## config.mk

```make
export PLATFORM = sky130hd
export DESIGN_NAME = dmem_arbiter
export DESIGN_NICKNAME = d
export VERILOG_FILES = /design/src/rtl/dmem_arbiter.sv
export SDC_FILE = /design/constraint.sdc
export NUM_CORES = 1
export LEC_CHECK = 0
export ABC_AREA = 1
export CORE_MARGIN = 2
export CORE_UTILIZATION = 30
export CTS_BUF_LIST = sky130_fd_sc_hd__clkbuf_4 sky130_fd_sc_hd__clkbuf_8 sky130_fd_sc_hd__clkbuf_16
export DETAILED_ROUTE_END_ITERATION = 10
export PLACE_DENSITY_LB_ADDON = 0.05
export SETUP_SLACK_MARGIN = 0.3
export SLEW_MARGIN = 20
export SYNTH_ARGS = -nofsm -noshare
export SYNTH_HDL_FRONTEND = slang
export SYNTH_SLANG_ARGS = --single-unit
```

## constraint.sdc

```tcl
create_clock -name clk -period 2.3 [get_ports clk]
set_input_delay 0.575 -clock clk [delete_from_list [all_inputs] [get_ports clk]]
set_output_delay 0.575 -clock clk [all_outputs]
set_load 0.01 [all_outputs]
```

## src/rtl/dmem_arbiter.sv

```systemverilog
// Data-memory arbiter: pipeline MEM stage vs DMA burst engine.
// Single owner per cycle, DMA starvation guard, 1-cycle read-data routing.
module dmem_arbiter #(
  parameter int ADDR_W       = 10,
  parameter int DATA_W       = 32,
  parameter int LEN_W        = 5,
  parameter int STARVE_LIMIT = 4
) (
  input  logic              clk,
  input  logic              rst_n,
  input  logic              p_req,
  input  logic              p_we,
  input  logic [ADDR_W-1:0] p_addr,
  input  logic [DATA_W-1:0] p_wdata,
  output logic              p_stall,
  output logic [DATA_W-1:0] p_rdata,
  output logic              p_rvalid,
  input  logic              d_req,
  input  logic              d_we,
  input  logic [ADDR_W-1:0] d_addr,
  input  logic [LEN_W-1:0]  d_len,
  input  logic [DATA_W-1:0] d_wdata,
  output logic              d_gnt,
  output logic [DATA_W-1:0] d_rdata,
  output logic              d_rvalid,
  output logic              d_done,
  output logic              mem_en,
  output logic              mem_we,
  output logic [ADDR_W-1:0] mem_addr,
  output logic [DATA_W-1:0] mem_wdata,
  input  logic [DATA_W-1:0] mem_rdata
);

  localparam int WC_W = $clog2(STARVE_LIMIT + 1);
  localparam logic [WC_W-1:0] LIMIT = WC_W'(STARVE_LIMIT);

  typedef enum logic {IDLE, BURST} state_t;

  state_t            state;
  logic [WC_W-1:0]   wait_cnt;
  logic [LEN_W-1:0]  remain;
  logic [ADDR_W-1:0] baddr;
  logic              bwe;
  logic              rd_p;
  logic              rd_d;
  logic              done_q;

  logic              d_pri;
  logic              grant_p;
  logic              grant_d;
  logic              beat;
  logic              beat_we;
  logic [LEN_W-1:0]  len_m1;

  assign len_m1 = (d_len == '0) ? '0 : d_len - 1'b1;

  always_comb begin
    d_pri   = 1'b0;
    grant_p = 1'b0;
    grant_d = 1'b0;
    if (state == IDLE) begin
      d_pri   = d_req && (wait_cnt >= LIMIT);
      grant_p = p_req && !d_pri;
      grant_d = d_req && !grant_p;
    end
    beat    = grant_d || (state == BURST);
    beat_we = (state == BURST) ? bwe : d_we;
  end

  // Outputs are forced low while reset is held, even mid-cycle.
  always_comb begin
    mem_en    = 1'b0;
    mem_we    = 1'b0;
    mem_addr  = '0;
    mem_wdata = '0;
    if (rst_n && grant_p) begin
      mem_en    = 1'b1;
      mem_we    = p_we;
      mem_addr  = p_addr;
      mem_wdata = p_wdata;
    end else if (rst_n && beat) begin
      mem_en    = 1'b1;
      mem_we    = beat_we;
      mem_addr  = (state == BURST) ? baddr : d_addr;
      mem_wdata = d_wdata;
    end
  end

  assign p_stall  = rst_n && p_req && !grant_p;
  assign d_gnt    = rst_n && beat;
  assign p_rvalid = rd_p;
  assign d_rvalid = rd_d;
  assign p_rdata  = rd_p ? mem_rdata : '0;
  assign d_rdata  = rd_d ? mem_rdata : '0;
  assign d_done   = done_q;

  always_ff @(posedge clk or negedge rst_n) begin
    if (!rst_n) begin
      state    <= IDLE;
      wait_cnt <= '0;
      remain   <= '0;
      baddr    <= '0;
      bwe      <= 1'b0;
      rd_p     <= 1'b0;
      rd_d     <= 1'b0;
      done_q   <= 1'b0;
    end else begin
      done_q <= 1'b0;
      rd_p   <= grant_p && !p_we;
      rd_d   <= beat && !beat_we;
      if (!d_req || grant_d)
        wait_cnt <= '0;
      else if (grant_p && wait_cnt < LIMIT)
        wait_cnt <= wait_cnt + WC_W'(1);
      case (state)
        IDLE: begin
          if (grant_d) begin
            baddr  <= d_addr + 1'b1;
            bwe    <= d_we;
            remain <= len_m1;
            if (len_m1 != '0) state <= BURST;
            else done_q <= 1'b1;
          end
        end
        BURST: begin
          baddr  <= baddr + 1'b1;
          remain <= remain - 1'b1;
          if (remain == LEN_W'(1)) begin
            state  <= IDLE;
            done_q <= 1'b1;
          end
        end
        default: state <= IDLE;
      endcase
    end
  end

endmodule

```

==> run_results.csv <==
group,metric,value,unit
outcome,status,"complete, no violations",
critical_path,crit_family,"flip-flops",
cells_and_area,syn_to_final_growth,103.0,%
yosys,synthSimpleGateAreaFrac,48.24,%
clock_tree,cts_buffers,3,
pwr,p_leak,0.003183,uW
cells_and_area,register_area,576.8,um2
sta,tns,0,ns
critical_path,crit_path_start,"wait_cnt[2]",
critical_path,crit_fanout,5,
flow_run,cap_violations,0,
pwr,p_sw_share,46.61,%
detailed_routing,drtIter0Drc,124,
pwr,power_density,787.6,nW/um2
yosys,synth_compound_area_share,6.816,%
sta,fin_skew,0.003797,ns
yosys,yosys.area.top_type,"nand2_1",
detailed_routing,vias,3889,
yosys,synthTopCellsByArea,"nand2_1, dfrtp_1, inv_1",
floorplanning,core-area,8593,um2
detailed_routing,ant_nets,0,
detailed_routing,first_pass_iters,4,
global_route,met3_usage,2.734,%
worst_hold_path,holdCritPathClass,"in2async",
critical_path,rr_worst_depth,10,
floorplanning,io_pins,240,
global_route,grt_start_max_net_pins,36,
global_route,grt_pass1_wl,18640,um
sta,worstMarginPinSlew,0.2692,ns
yosys,synth_top_family_by_area,"simple AND/OR/NAND/NOR gates",
clock_tree,clkSlewWorstSetupHoldPaths,0.09,ns
yosys,avgSynthCellArea,5.526,um2
pwr,power.share.clock,6.2,%
critical_path,critPathKind,"reg2out",
sta,slew_viol_final,0,
sta,finalSetupViolations,0,
yosys,synth_nets,607,
yosys,muxShareOfSynthArea,0.3813,%
critical_path,crit_path_end_kind,"primary output",
pwr,power_switching,1956,uW
floorplanning,fp.dieH,97.54,um
critical_path,ff2ff_setup_slack,0.51,ns
placement,globalplace.congestion,0.9239,
floorplanning,initial_core_util,30.55,%
global_route,antenna_found_initial,0,
yosys,synthAdderAreaFrac,2.383,%
clock_tree,root_buffer,"clkbuf_8",
critical_path,crit_slowest_cell,"dfrtp_1",
critical_path,worstPathCellList,"o21ai_4, inv_2, nor2_4, inv_2, nand2_4, inv_8, buf_6, nand2_1, nand2_1, buf_2",
yosys,syn_area,2625,um2
cells_and_area,multi_input_area,1638,um2
critical_path,crit_buf_inv,5,
sta,relSlewSlack,81.86,%
clock_tree,clk_path_buf_depth,2,
yosys,synth_cells,475,
sta,clock.fmax,441.0,MHz
global_route,grt_overflow,0,
cells_and_area,num_antenna_cells,0,
pwr,ir_worst_vdd,0.6107,mV
pwr,power.internal,2240,uW
floorplanning,die_w,97.54,um
critical_path,cp-start-kind,"register",
global_route,grt-busiest-layer,"met2",
floorplanning,rows,34,
critical_path,required,1.73,ns
sta,hold_viol,0,
floorplanning,die-area,9514,um2
critical_path,timing.rr.end,"baddr[6]",
cells_and_area,nets,874,
cells_and_area,fin_area,5328,um2
global_route,grt_pass1_vias,3622,
yosys,synth_xor_area_share,0.6673,%
clock_tree,clkSinkCount,23,
critical_path,crit_end,"mem_wdata[23]",
clock_tree,cts_max_level,1,
detailed_routing,vias_per_cell,4.581,
clock_tree,tritoncts,"done",
critical_path,r2r_start,"state",
placement,dpl.hpwl,9493,um
detailed_routing,drt_wl_total,12180,um
yosys,synth_seq_cells,23,
detailed_routing,drc,0,
sta,post-route-period-util,98.58,%
global_route,track_usage,23.85,%
clock_tree,clk-insertion-delay-late,0.27,ns
pwr,seqPwrFrac,16.5,%
yosys,seq_area_frac_synth,21.93,%
global_route,met1_usage,28.91,%
cells_and_area,fillCellCount,800,
cells_and_area,drive_above_1_share,27.26,%
placement,port_buffers,239,
critical_path,slowest_delay,0.45,ns
placement,dpl_cell_area,5329,um2
pwr,combPwrFrac,77.2,%
critical_path,crit_arrival,1.69,ns
sta,fin_crit,2.267,ns
global_route,met2_usage,42.92,%
sta,rsz0062_at_grt,"true",
critical_path,critical_path_depth,10,
yosys,synth.distinct_cells,32,
yosys,synth_warnings,0,
yosys,netlist.area_leader.share,29.46,%
detailed_routing,wl_per_cell,14.34,um
stage by stage:
stage                     worst slack, ns  total power [uW]  instances  hold WS (ns)  utilization, %
after global placement            -0.6654              3869        831        0.4555           62.01
after CTS                         0.04968              4143        846        0.3519           62.89
after floorplan                    0.3083              2275        475        0.2794               -
final                             0.03256              4196        849        0.3481           62.00
after detailed placement          -0.6726              3917        831        0.4579           62.01
after global routing             -0.02034              4554        849        0.3654           62.00
placed cells by master, fill, tap and decap left out, types with 2 or more instances in the layout:
cell,instances
nand4_1,3
dfrtp_1,22
or2_1,2
ha_1,5
nor2_2,3
o21ai_2,6
nand2_2,26
clkdlybuf4s50_1,124
buf_12,11
o21ai_1,4
nand2_4,4
nor2_1,11
buf_2,38
clkbuf_2,46
dlymetal6s2s_1,2
nor2_4,2
buf_16,3
buf_4,29
nand2_1,183
nand3_2,3
inv_2,5
o21ai_0,10
nand3_1,60
buf_6,13
inv_1,86
clkbuf_8,3
clkdlybuf4s15_1,16
o221ai_1,3
metal layers:
layer	wire length [um]	up-vias
li1	-	1966
met1	5019	1758
met5	0	-
met4	433	0
met3	612	31
met2	6112	134
logic make-up (layout without fill, tap and decap cells):
family,Yosys count,in the layout
mux,1,1
xor+xnor,2,2
fa+ha+maj,5,5
compound gates,30,30
simple gates,297,297
buf+inv,117,383
flops,23,23
state kept, by name (all words and copies together) (netlist names):
register / count
d_done: 1
d_rvalid: 1
remain: 5
p_rvalid: 1
baddr: 10
wait_cnt: 3
state: 1
bwe: 1
cell type report:
| cell class | instances | area share (%) |
|---|---|---|
| Multi-Input combinational cell | 335 | 30.74 |
| Sequential cell | 23 | 10.83 |
| Inverter | 94 | 6.952 |
| Timing Repair Buffer | 285 | 48.03 |
| Clock buffer | 3 | 0.7750 |
| Tap cell | 108 | 2.536 |
| Clock inverter | 1 | 0.1409 |
worst register-to-register path, stage by stage, from the launching register on:
cell and delay (ns):
dfrtp_2 0.45, buf_4 0.22, nand2_1 0.07, nand2_1 0.11
buf_4 0.13, ha_1 0.16, nand2_1 0.11, nor2_2 0.22
nand3_1 0.09, nand3_1 0.09, nand2_1 0.05
synth_stat cells:
master	n
o31ai_1	1
buf_2	2
inv_1	86
buf_4	4
a31o_2	1
buf_8	2
a31oi_1	1
buf_6	4
nor2_1	11
mux2i_1	1
nand2_4	1
nand2_1	206
nand3_2	3
o21ai_1	1
nand3_1	60
nor2_4	2
o221ai_1	3
or2_1	2
dfrtp_1	23
inv_6	1
a21oi_1	2
o21a_1	1
xnor2_1	1
clkbuf_1	11
ha_1	5
nand2_2	6
o21ai_0	18
nand4_1	3
nor2_2	3
xor2_1	1
inv_2	7
o21ai_2	2
power by group through the flow:
stage	clock [uW]	combinational, uW	sequential [uW]
floorplan	0	1600	679
global placement	0	3180	691
detailed placement	0	3220	701
CTS	266	3180	696
global route	283	3550	716
finish	261	3240	694
repair_timing:
item	in CTS	in global routing
cloned	4	1
buffers inserted	7	2
pin swaps	7	1
resized for setup	337	98
hold endpoints to repair	0	0
setup endpoints to repair	110	107
hold buffers	0	0
worst min-delay path by stage:
stage	from	endpoint	cells after the start
final	rst_n	baddr[5]	2
after global routing	rst_n	baddr[5]	2
after CTS	rst_n	baddr[5]	2
after detailed placement	baddr[9]	baddr[9]	2
after global placement	bwe	bwe	2
after floorplan	rst_n	baddr[0]	0
(Power assumes the default switching activity.)
